[config.mk]
export PLATFORM = sky130hd
export DESIGN_NAME = interrupt_controller
export DESIGN_NICKNAME = d
export VERILOG_FILES = /design/src/rtl/interrupt_controller_pkg.sv /design/src/rtl/interrupt_controller_priority_encoder.sv /design/src/rtl/interrupt_controller.sv
export SDC_FILE = /design/constraint.sdc
export NUM_CORES = 1
export LEC_CHECK = 0
export CORE_AREA = 2 2 65 67
export CTS_BUF_LIST = sky130_fd_sc_hd__clkbuf_2
export DETAILED_ROUTE_END_ITERATION = 6
export DIE_AREA = 0 0 67 69
export PLACE_DENSITY = 0.61
export SLEW_MARGIN = 10
export SYNTH_ARGS = -nofsm -noshare
export SYNTH_HDL_FRONTEND = slang
export SYNTH_SLANG_ARGS = --single-unit
[constraint.sdc]
create_clock -name clk -period 2.44 [get_ports clk]
set_clock_uncertainty 0.1 [all_clocks]
set_input_delay 0.488 -clock clk [delete_from_list [all_inputs] [get_ports clk]]
set_output_delay 0.488 -clock clk [all_outputs]
set_load 0.1 [all_outputs]
[src/rtl/interrupt_controller_pkg.sv]
// Shared definitions for the interrupt controller: FSM encodings, default
// vector map and the index-width helper used by the top and its encoder.
package interrupt_controller_pkg;

  typedef enum logic [1:0] {
    IDLE    = 2'b00,
    REQUEST = 2'b01,
    SERVICE = 2'b10
  } state_t;

  localparam logic [15:0] DEFAULT_VECTOR_BASE   = 16'h0002;
  localparam int          DEFAULT_VECTOR_STRIDE = 2;

  // Index width for n sources, never narrower than one bit.
  function automatic int id_width(input int n);
    return (n > 1) ? $clog2(n) : 1;
  endfunction

endpackage

[src/rtl/interrupt_controller_priority_encoder.sv]
// Combinational fixed-priority encoder: the lowest set request bit wins.
// Kept generic so exception logic in the core can reuse it.
module priority_encoder #(
  parameter int WIDTH = 4,
  parameter int IDX_W = (WIDTH > 1) ? $clog2(WIDTH) : 1
) (
  input  logic [WIDTH-1:0] i_req,
  output logic [IDX_W-1:0] o_idx,
  output logic             o_valid
);

  // NOTE: every output gets a default first, so no path through the block
  // leaves it unassigned and no latch is inferred.
  always_comb begin
    o_idx   = '0;
    o_valid = 1'b0;
    // Scan high to low so the lowest set index is the last one written.
    for (int i = WIDTH - 1; i >= 0; i--) begin
      if (i_req[i]) begin
        o_idx   = IDX_W'(i);
        o_valid = 1'b1;
      end
    end
  end

endmodule

[src/rtl/interrupt_controller.sv]
// Multi-source interrupt controller: latches edge/level requests, picks the
// lowest enabled index, and hands one request to the core until RTI.
module interrupt_controller
  import interrupt_controller_pkg::*;
#(
  parameter int                   NUM_IRQ       = 4,
  parameter int                   VEC_WIDTH     = 16,
  parameter logic [VEC_WIDTH-1:0] VECTOR_BASE   = VEC_WIDTH'(DEFAULT_VECTOR_BASE),
  parameter int                   VECTOR_STRIDE = DEFAULT_VECTOR_STRIDE,
  parameter logic [NUM_IRQ-1:0]   EDGE_MASK     = '1
) (
  input  logic                            clk,
  input  logic                            reset,
  input  logic [NUM_IRQ-1:0]              irq_in,
  input  logic                            mask_wr_en,
  input  logic [NUM_IRQ-1:0]              mask_wr_data,
  input  logic                            int_ack,
  input  logic                            int_rti,
  output logic                            int_req,
  output logic [VEC_WIDTH-1:0]            int_vector,
  output logic [id_width(NUM_IRQ)-1:0]    int_id,
  output logic                            in_service,
  output logic [NUM_IRQ-1:0]              pending
);

  localparam int ID_W = id_width(NUM_IRQ);

  state_t               r_state;
  state_t               w_state_next;
  logic [NUM_IRQ-1:0]   r_prev_irq;
  logic [NUM_IRQ-1:0]   r_pending;
  logic [NUM_IRQ-1:0]   r_mask;
  logic                 r_int_req;
  logic [VEC_WIDTH-1:0] r_int_vector;
  logic [ID_W-1:0]      r_int_id;
  logic                 r_in_service;

  logic [NUM_IRQ-1:0]   w_set;
  logic [NUM_IRQ-1:0]   w_clr;
  logic [NUM_IRQ-1:0]   w_eligible;
  logic [ID_W-1:0]      w_win_idx;
  logic                 w_win_valid;
  logic [VEC_WIDTH-1:0] w_win_vector;
  logic                 w_take;
  logic                 w_ack;
  logic                 w_rti;

  // Edge sources fire on a 0->1 transition; level sources fire while high.
  assign w_set        = irq_in & ((EDGE_MASK & ~r_prev_irq) | ~EDGE_MASK);
  assign w_clr        = w_ack ? (NUM_IRQ'(1) << r_int_id) : '0;
  assign w_eligible   = r_pending & r_mask;
  assign w_win_vector = VECTOR_BASE + VEC_WIDTH'(w_win_idx) * VEC_WIDTH'(VECTOR_STRIDE);

  priority_encoder #(
    .WIDTH (NUM_IRQ),
    .IDX_W (ID_W)
  ) u_prio (
    .i_req   (w_eligible),
    .o_idx   (w_win_idx),
    .o_valid (w_win_valid)
  );

  always_comb begin
    w_state_next = r_state;
    w_take       = 1'b0;
    w_ack        = 1'b0;
    w_rti        = 1'b0;
    case (r_state)
      IDLE: if (w_win_valid) begin
        w_state_next = REQUEST;
        w_take       = 1'b1;
      end
      REQUEST: if (int_ack) begin
        w_state_next = SERVICE;
        w_ack        = 1'b1;
      end
      SERVICE: if (int_rti) begin
        w_state_next = IDLE;
        w_rti        = 1'b1;
      end
      default: w_state_next = IDLE;
    endcase
  end

  // NOTE: sequential state uses non-blocking assignments so every register
  // samples pre-edge values regardless of statement order.
  always_ff @(posedge clk or posedge reset) begin
    if (reset) r_state <= IDLE;
    else       r_state <= w_state_next;
  end

  always_ff @(posedge clk or posedge reset) begin
    if (reset) begin
      r_prev_irq   <= '0;
      r_pending    <= '0;
      r_mask       <= '1;
      r_int_req    <= 1'b0;
      r_int_vector <= '0;
      r_int_id     <= '0;
      r_in_service <= 1'b0;
    end else begin
      r_prev_irq <= irq_in;
      // A set landing on the same cycle as the ack clear wins.
      r_pending  <= (r_pending & ~w_clr) | w_set;
      if (mask_wr_en) r_mask <= mask_wr_data;
      if (w_take) begin
        r_int_req    <= 1'b1;
        r_int_id     <= w_win_idx;
        r_int_vector <= w_win_vector;
      end
      if (w_ack) begin
        r_int_req    <= 1'b0;
        r_in_service <= 1'b1;
      end
      if (w_rti) r_in_service <= 1'b0;
    end
  end

  assign int_req    = r_int_req;
  assign int_vector = r_int_vector;
  assign int_id     = r_int_id;
  assign in_service = r_in_service;
  assign pending    = r_pending;

endmodule
==> flow_summary.ini, run 1 <==
[run_status]
status = complete, no violations

[global_route]
gr-usage-met2_pct = 14.5
gr-usage-met3_pct = 3.26
track_usage_pct = 8.54
grt-ovfl-total = 0
grt_first_pass_wirelength_um = 2990
grt_pass1_vias = 658
busiest_layer = met2
grt_max_degree = 22
grt_use_met1_pct = 9.33
antenna_found_initial = 0

[sta]
hold_violations = 0
worst_pin_slew_ns = 0.792
slew_headroom_pct = 47.2
fin_crit_ns = 1.81
slew_viol_final = 0
setup_viol = 0
max_freq_ghz = 0.553
hold_ws_ns = 0.335
rsz0062_at_grt = false
min_period_over_period_pct = 74.1
worst_slack_ns = 0.633
tns_ns = 0

[critical_path]
slowest_stage = dfstp_2
start_kind = register
crit_buf_inv = 0
critPathKind = reg2reg
path_delay_family = compound AO/OA/AOI/OAI gates
worstReg2RegStart = r_mask[1]
critPathMaxStageDelay_ns = 0.60
crit_required_ns = 2.58
ff2ff_path_depth = 4
crit_path_cell_trace = a22oi_2 > a211oi_4 > or3b_1 > o21a_1
crit_arrival_ns = 1.95
ff2ff_setup_slack_ns = 0.63
r2r_end = int_vector[1]
path_max_fanout = 6
critPathCaptureType = register

[die]
core_area_um2 = 3910
die_w_um = 67
num_rows = 23
die_area_um2 = 4620
initial_core_util_pct = 24.5
ioPinCount = 37
fp.dieH_um = 69

[hold_path]
min_from = r_prev_irq[2]
whs_path_depth = 1
hold_end = pending[2]
min_path_type = reg2reg

[layout]
final_nets = 122
area_growth_pct = 23.7
drive_above_1_share_pct = 26.2
fin_area_um2 = 1190
antenna_cells = 0

[routing]
vias = 647
drtIter0Drc = 12
wl_per_cell_um = 11.9
drt_pass1_iterations = 4
ant_nets = 0
viasPerCell = 4.12
drc = 0
drt_wl_total_um = 1870

[clock_tree]
cts_hold_buf = 0
tritoncts = yes
clock_path_buffers = 2
h-tree-depth = 1
worstSkewPairLatency_ns = 0.33
root_buffer = clkbuf_2
cts_buffers = 3
clk_pin_slew_ns = 0.19
cts_resized = 0
post_cts_buffers = 0
numClockSinks = 21

[logic_synthesis]
syn-cell-area_um2 = 960
synth_most_common_cell = dfrtp_1
yosysSeqAreaShare_pct = 55.3
synthArstFlopShare_pct = 100
ys_top_cells_by_count = 17 x dfrtp_1, 13 x buf_4, 8 x inv_1
synth_cell_types = 25
synthTopCellsByArea = dfrtp_1 44%, dfstp_2 11%, buf_4 10%, mux2_2 7.0%, o31ai_1 3.9%
synth_top_area_share_pct = 44.3
synth.largest_area_cell = dfrtp_1
synthCells = 82
synth-main-ff-cell = dfrtp_1
ys_ff_latch = 21
synth_area_per_cell_um2 = 11.7
yosys_warnings = 0
synth-edff-count = 0

[placement]
io_buffers = 23
place_congestion = 0.708
dpl_worst_slack_ns = 0.578
post-dp-hpwl_um = 1460
dpl-instance-area_um2 = 1170

[job]
drv_cap = 0
## layout by cell type, fill, tap and decap left out, drive strengths merged
cell type	count
nor2b	1
a211oi	2
a32oi	1
inv	8
a22oi	2
clkbuf	4
nor2	3
o31ai	5
mux2	6
a21oi	2
or3b	1
dfrtp	17
nor3	1
nand3	1
a21o	1
nand2	3
conb	13
o21ai	5
buf	11
ha	1
o21a	1
clkdlybuf4s50	12
and2	1
dfstp	4
o32a	1
## routing by layer
| layer | share of wire (%) | vias up |
|---|---|---|
| met3 | 8.2 | 3 |
| li1 | - | 307 |
| met2 | 52 | 27 |
| met1 | 38 | 310 |
| met4 | 1.4 | 0 |
| met5 | 0 | - |
## final cells by class
type | instances | area, um2
Inverter | 8 | 30.0
Multi-Input combinational cell | 51 | 342
Tap cell | 50 | 62.6
Sequential cell | 21 | 531
Timing Repair Buffer | 23 | 203
Fill cell | 424 | 2730
Clock buffer | 4 | 20.0
## through the flow
stage | instances | util [%]
floorplan | 94 | -
global placement | 153 | 29.8
detailed placement | 153 | 29.8
CTS | 157 | 30.3
global route | 157 | 30.3
finish | 157 | 30.3
## flip-flops by register name (all words and copies together), names as in the netlist
register,count
int_id,2
r_mask,4
r_state,2
in_service,1
r_prev_irq,4
int_req,1
int_vector,3
pending,4
## worst register-to-register path, delay by kind of cell, from the launching register on
family / cells / cell delay [ns]
AND/OR/NAND/NOR: 1 / 0.41
flip-flops: 1 / 0.60
AO/OA/AOI/OAI: 3 / 0.62
## cells by family after synthesis
kind of cell    Yosys count  synth area share, %
other cells               1                0.391
flops                    21                 55.3
compound gates           20                 16.6
simple gates             11                 5.61
mux                       6                 7.04
fa+ha+maj                 1                 1.30
buf+inv                  22                 13.8
## how the worst max path moves through the flow
stage / from / endpoint / slack [ns] / cells after the start
5_1_grt: r_mask[1] / int_id[0] / 0.55 / 4
6_report: r_mask[1] / int_vector[1] / 0.63 / 4
2_1_floorplan: pending[1] / int_vector[1] / 0.18 / 4
4_1_cts: r_mask[1] / int_vector[1] / 0.62 / 4
3_5_place_dp: int_ack / pending[1] / 0.58 / 4
3_3_place_gp: int_ack / pending[1] / 0.65 / 4
Power of run 1 is not shown: default switching activity piles up to over one toggle a cycle in this logic, so the estimate is an artifact.
==> run 2: changes to the inputs <==
==> constraint.sdc (replaced) <==
create_clock -name clk -period 1.8 [get_ports clk]
set_clock_uncertainty 0.1 [all_clocks]
set_input_delay 0.36 -clock clk [delete_from_list [all_inputs] [get_ports clk]]
set_output_delay 0.36 -clock clk [all_outputs]
set_load 0.1 [all_outputs]
==> run 2 against run 1 <==
Net effect: clock-buffer cell count unchanged; hold slack worse by 0.093 ns; routed wire length grew 0.86%; critical path type unchanged.
==> flow_summary.ini, run 2 (synthesis results as in run 1) <==
[run_status]
status = complete, no violations

[sta]
setup_viol = 0
min_period_over_period_pct = 98.5
hold_ws_ns = 0.241
fin_crit_ns = 1.77
max_freq_ghz = 0.564
hold_violations = 0
worst_slack_ns = 0.0261
slew_viol_final = 0
tns_ns = 0

[hold_path]
min_path_type = in2async

[placement]
place_congestion = 0.776
io_buffers = 23
post-dp-hpwl_um = 1450
dpl_worst_slack_ns = 0.0307

[die]
fp.dieH_um = 69
core_area_um2 = 3910
ioPinCount = 37
die_area_um2 = 4620
die_w_um = 67
initial_core_util_pct = 24.5
num_rows = 23

[clock_tree]
root_buffer = clkbuf_2
h-tree-depth = 1
clock_path_buffers = 2
worstSkewPairLatency_ns = 0.32
clk_pin_slew_ns = 0.19
cts_buffers = 3
tritoncts = yes
numClockSinks = 21

[critical_path]
critPathKind = reg2reg
crit_required_ns = 1.94
path_max_fanout = 6
critPathCaptureType = register
ff2ff_path_depth = 4
start_kind = register
crit_arrival_ns = 1.91

[global_route]
grt_pass1_vias = 670
track_usage_pct = 8.51
grt_max_degree = 22
grt_first_pass_wirelength_um = 3060
grt-ovfl-total = 0
antenna_found_initial = 0

[layout]
layout_common_cells = 13 x conb_1, 13 x dfrtp_1, 12 x clkdlybuf4s50_1
drive_above_1_share_pct = 32.4
fillers = 409
antenna_cells = 0
final_nets = 126
area_growth_pct = 42.8

[routing]
wl_per_cell_um = 11.7
drtIter0Drc = 8
ant_nets = 0
drt_wl_total_um = 1890
drt_pass1_iterations = 4
drc = 0
viasPerCell = 4.20
vias = 676

[job]
drv_cap = 0
==> run 2: changes by cell type in the layout (fill, tap and decap cells not counted), sizes merged <==
cell,change
buf,+4
==> run 2: repair_timing <==
item,CTS,global route
resized for setup,0,0
hold buffers,0,0
endpoints found under the setup margin,0,2
setup buffers,0,3
==> run 2: cell type report <==
type	count	area, um2	area share (%)
sequential	21	546	39.8
clock buffer	4	20.0	1.46
inverter	8	30.0	2.19
tap	50	62.6	4.57
timing repair buffer	27	370	27.0
multi-input combinational	51	342	24.9
==> run 2: routing by layer <==
layer  global-route usage, %  part of all wire [%]  wire [um]  vias up
met5                       0                     0          0        -
met4                    3.40                   1.8         34        0
met3                    2.61                   6.3        119        5
met2                    14.2                    50        947       29
met1                    9.94                    42        783      324
li1                        -                     -          -      318
==> run 2: through the flow <==
stage          area [um2]  utilization (%)  std cells
2_1_floorplan        1020                -         94
3_3_place_gp         1330             33.9        154
3_5_place_dp         1330             33.9        154
4_1_cts              1350             34.4        158
5_1_grt              1370             35.0        161
6_report             1370             35.0        161
==> run 2: worst paths after layout <==
| path | startpoint | slack [ns] | to |
|---|---|---|---|
| min in group clk | r_prev_irq[3] | 0.33 | pending[3] |
| worst min-delay path | reset | 0.24 | r_prev_irq[2] |
| worst min register to register | r_prev_irq[3] | 0.33 | pending[3] |
| worst max-delay path | r_mask[2] | 0.03 | int_vector[1] |
| max in group asynchronous | reset | 1.09 | r_mask[0] |
| worst max register to register | r_mask[2] | 0.03 | int_vector[1] |
==> run 2: worst max-delay path: stages (launching register included) <==
cell      delay [ns]
dfstp_2         0.59
a22oi_2         0.12
a211oi_4        0.35
or3b_1          0.41
o21a_1          0.12
Power of run 2 is left out for the same reason.
==> run 3: changes to the inputs <==
--- a/config.mk
+++ b/config.mk
@@ -10,6 +10,7 @@
 export DETAILED_ROUTE_END_ITERATION = 6
 export DIE_AREA = 0 0 67 69
 export PLACE_DENSITY = 0.61
+export RECOVER_POWER = 25
 export SLEW_MARGIN = 10
 export SYNTH_ARGS = -nofsm -noshare
 export SYNTH_HDL_FRONTEND = slang
==> run 3 against run 2 <==
Net effect: routed wire length is 0.11% lower; critical path depth stayed put; first-iteration DRC count stayed put; non-clock buffer count stayed put; critical endpoint unchanged.
==> flow_summary.ini, run 3 (synthesis results as in run 1) <==
[routing]
wl_per_cell_um = 11.7
ant_nets = 0
highest_layer = met4
wl_met1_um = 782
vias = 676
drtIter0Drc = 8
wl_met2_um = 946
drt_wl_total_um = 1880
viasPerCell = 4.20
routed-wl-met3_um = 119
drt_pass1_iterations = 4
drc = 0

[die]
ioPinCount = 37
core_area_um2 = 3910
die_area_um2 = 4620
initial_core_util_pct = 24.5
die_w_um = 67
num_rows = 23
fp.dieH_um = 69

[clock_tree]
numClockSinks = 21
root_buffer = clkbuf_2
tritoncts = yes
worstSkewPairLatency_ns = 0.32
clk_pin_slew_ns = 0.19
clock_path_buffers = 2
cts_hold_buf = 0
cts_buffers = 3
h-tree-depth = 1

[run_status]
status = complete, no violations

[sta]
slew_viol_final = 0
max_freq_ghz = 0.564
setup_viol = 0
fin_crit_ns = 1.77
tns_ns = 0
min_period_over_period_pct = 98.5
hold_violations = 0

[placement]
place_congestion = 0.776
post-dp-hpwl_um = 1450
io_buffers = 23

[critical_path]
ff2ff_path_depth = 4
path_max_fanout = 6
crit_required_ns = 1.94
crit_arrival_ns = 1.91
start_kind = register
crit_path_start = r_mask[2]
r2r_end = int_vector[1]
critPathKind = reg2reg
worstReg2RegStart = r_mask[2]
ff2ff_setup_slack_ns = 0.03
critPathCaptureType = register

[global_route]
grt-ovfl-total = 0
grt_pass1_vias = 670
grt_first_pass_wirelength_um = 3060
track_usage_pct = 8.51
grt_max_degree = 22
antenna_found_initial = 0

[job]
drv_cap = 0

[layout]
finish.utilization_pct = 35.0
antenna_cells = 0
final_nets = 126
drive_above_1_share_pct = 32.4
area_growth_pct = 42.8
layout_common_cells = 13 x conb_1, 13 x dfrtp_1, 11 x buf_12

[hold_path]
whs_path_depth = 1
hold_end = pending[3]
min_path_type = reg2reg
min_from = r_prev_irq[3]
==> run 3: cell types whose count changed in the layout (fill, tap and decap cells not counted) <==
cell,delta
clkdlybuf4s50_1,-5
dlygate4sd3_1,+5
==> run 3: area by class of cell <==
class,instances,area [um2]
multi-input combinational,51,342
fill,409,2540
timing repair buffer,27,370
tap,50,62.6
inverter,8,30.0
sequential,21,546
clock buffer,4,20.0
==> run 3: how the worst max path moves through the flow <==
stage | endpoint | depth (start not counted) | slack (ns)
3_5_place_dp | int_vector[1] | 4 | 0.03
2_1_floorplan | int_vector[1] | 4 | -0.02
4_1_cts | int_vector[1] | 4 | 0.008
5_1_grt | int_vector[1] | 4 | -0.009
6_report | int_vector[1] | 4 | 0.03
3_3_place_gp | int_vector[1] | 4 | 0.11
==> run 3: stage by stage <==
stage | area [um2] | setup WS, ns | instances | hold slack, ns
finish | 1370 | 0.0261 | 161 | 0.327
global route | 1370 | -0.00902 | 161 | 0.349
CTS | 1350 | 0.00779 | 158 | 0.253
detailed placement | 1330 | 0.0307 | 154 | 0.307
global placement | 1330 | 0.107 | 154 | 0.299
floorplan | 1020 | -0.0174 | 94 | 0.234
==> run 3: layer usage <==
metal | vias to the layer above | track usage [%]
met3 | 5 | 2.61
met4 | 0 | 3.40
met5 | - | 0
li1 | 318 | -
met1 | 324 | 9.94
met2 | 29 | 14.2
==> run 3: repair_timing <==
action / 4_1_cts / 5_1_grt
resized for setup: 0 / 0
setup endpoints to repair: 0 / 2
setup buffers: 0 / 3
==> run 3: worst max-delay path: stages, from the launching register on <==
cell      delay, ns
dfstp_2        0.59
a22oi_2        0.12
a211oi_4       0.35
or3b_1         0.41
o21a_1         0.12
Power of run 3 is left out for the same reason.
==> RTL edit, RTL diff (config.mk and constraints of run 2) <==
Set the parameter `VEC_WIDTH` to 24 (it was 16).
--- a/src/rtl/interrupt_controller.sv
+++ b/src/rtl/interrupt_controller.sv
@@ -4,7 +4,7 @@
   import interrupt_controller_pkg::*;
 #(
   parameter int                   NUM_IRQ       = 4,
-  parameter int                   VEC_WIDTH     = 16,
+  parameter int                   VEC_WIDTH     = 24,
   parameter logic [VEC_WIDTH-1:0] VECTOR_BASE   = VEC_WIDTH'(DEFAULT_VECTOR_BASE),
   parameter int                   VECTOR_STRIDE = DEFAULT_VECTOR_STRIDE,
   parameter logic [NUM_IRQ-1:0]   EDGE_MASK     = '1
Interface: changed (resized int_vector); port bits go from 37 to 45. No check against the original RTL was run, so the function may have changed too.
==> RTL edit against run 2 <==
Sequential cell count unchanged. Via count up 3.0%. Synthesized area is 6.3% higher. Critical path type unchanged. Design area rose by 2.2%. Routed wire length up 2.5%. Die area stayed put. Setup slack improved by 0.063 ns.
Power is not shown: default switching activity piles up to over one toggle a cycle in this logic, so the estimate is an artifact.
==> RTL edit: results (changes against run 2) <==
Outcome = complete, no violations
Placed cell count = 162 (+5.2%)
First-pass DRT Iterations = 4 (unchanged)
Maximum clock path buffer count = 2 (unchanged)
Layout cells sized above 1 = 30.3% (-2.2 points)
Yosys cell types = 25 (unchanged)
Most frequent cells after synthesis = buf_4 (21), dfrtp_1 (17), inv_1 (8), mux2_2 (6)
Hold Crit Class = in -> async
Post-synthesis mux area share = 6.63% (-0.41 points)
GPL Wtd Cong = 0.734 (-5.4%)
Final nets = 134 (+6.3%)
Sequential area share after synthesis = 52.0% (-3.3 points)
Synth Area in Adders = 1.23% (-0.077 points)
First-pass GRT wire length = 3440 um (+12%)
Metal3 WL = 133 um (+12%)
Post-route setup slack = 0.0896 ns (+0.0635 ns)
Synth Warn # = 0 (unchanged)
Max Used Layer = met4
Clock latency on the worst-skew pair = 0.32 ns (about the same)
Starting DRT DRC Count = 10 (+2)
Wire length per cell = 11.4 um (-2.4%)
Critical path's largest stage delay = 0.58 ns
CTS H-tree lvls = 1 (unchanged)
Placed cell area = 1360 sq um (+2.3%)
Detail Route met2 WL = 960 um (+1.4%)
Post-synth ARST share = 100% (unchanged)
Final HPWL DP = 1450 um (about the same)
Complex-gate fraction of the synthesized area = 15.6% (-0.98 points)
Dpl ws = 0.0468 ns (+0.0162 ns)
GRT Util Overall = 9.51% (+1.0 points)
Vias in the first global route = 746 (+11%)
Finished Layout Cells = 169 (+5.0%)
Initial antenna violation count = 0 (unchanged)
Worst Path Arrival = 1.86 ns (-0.05 ns)
Via count = 696 (+3.0%)
Largest net degree at the start of global routing = 22 (unchanged)
Met1 WL = 806 um (+2.9%)
CTS clk-pin slew, worst paths = 0.19 ns (about the same)
Top post-synthesis cells by area = dfrtp_1 (42%), buf_4 (15%), dfstp_2 (10%), mux2_2 (6.6%), o31ai_1 (3.7%)
Port-buffer cells = 23 (unchanged)
Critical path fanouts, max = 5 (-1)
Largest family of logic cells by synthesized area = buffers and inverters
Synthesized instance count = 90 (+9.8%)
[RTL edit: changes by cell type in the layout (fill, tap and decap cells not counted), sizes merged]
| cell | delta |
|---|---|
| conb | +8 |
[RTL edit: area by class of cell]
class	count	area, sq um
Timing Repair Buffer	27	370
Tap cell	50	62.6
Sequential cell	21	546
Fill cell	383	2510
Multi-Input combinational cell	59	372
Inverter	8	30.0
Clock buffer	4	20.0
[RTL edit: path summary, 6_finish.rpt]
| path | to | slack, ns |
|---|---|---|
| max reg2reg | int_vector[1] | 0.09 |
| max | int_vector[1] | 0.09 |
| min | in_service | 0.25 |
| min in group clk | pending[3] | 0.33 |
| max in group asynchronous | r_mask[0] | 1.07 |
| min reg2reg | pending[3] | 0.33 |
[RTL edit: what timing repair did]
item / CTS / global route
buffers inserted: 0 / 3
endpoints found under the setup margin: 0 / 1
hold buffers: 0 / 0
[RTL edit: routing by layer]
layer,GRT usage [%],vias to the layer above
li1,-,323
met2,15.8,38
met1,11.5,330
met5,0,-
met3,2.12,5
met4,4.08,0
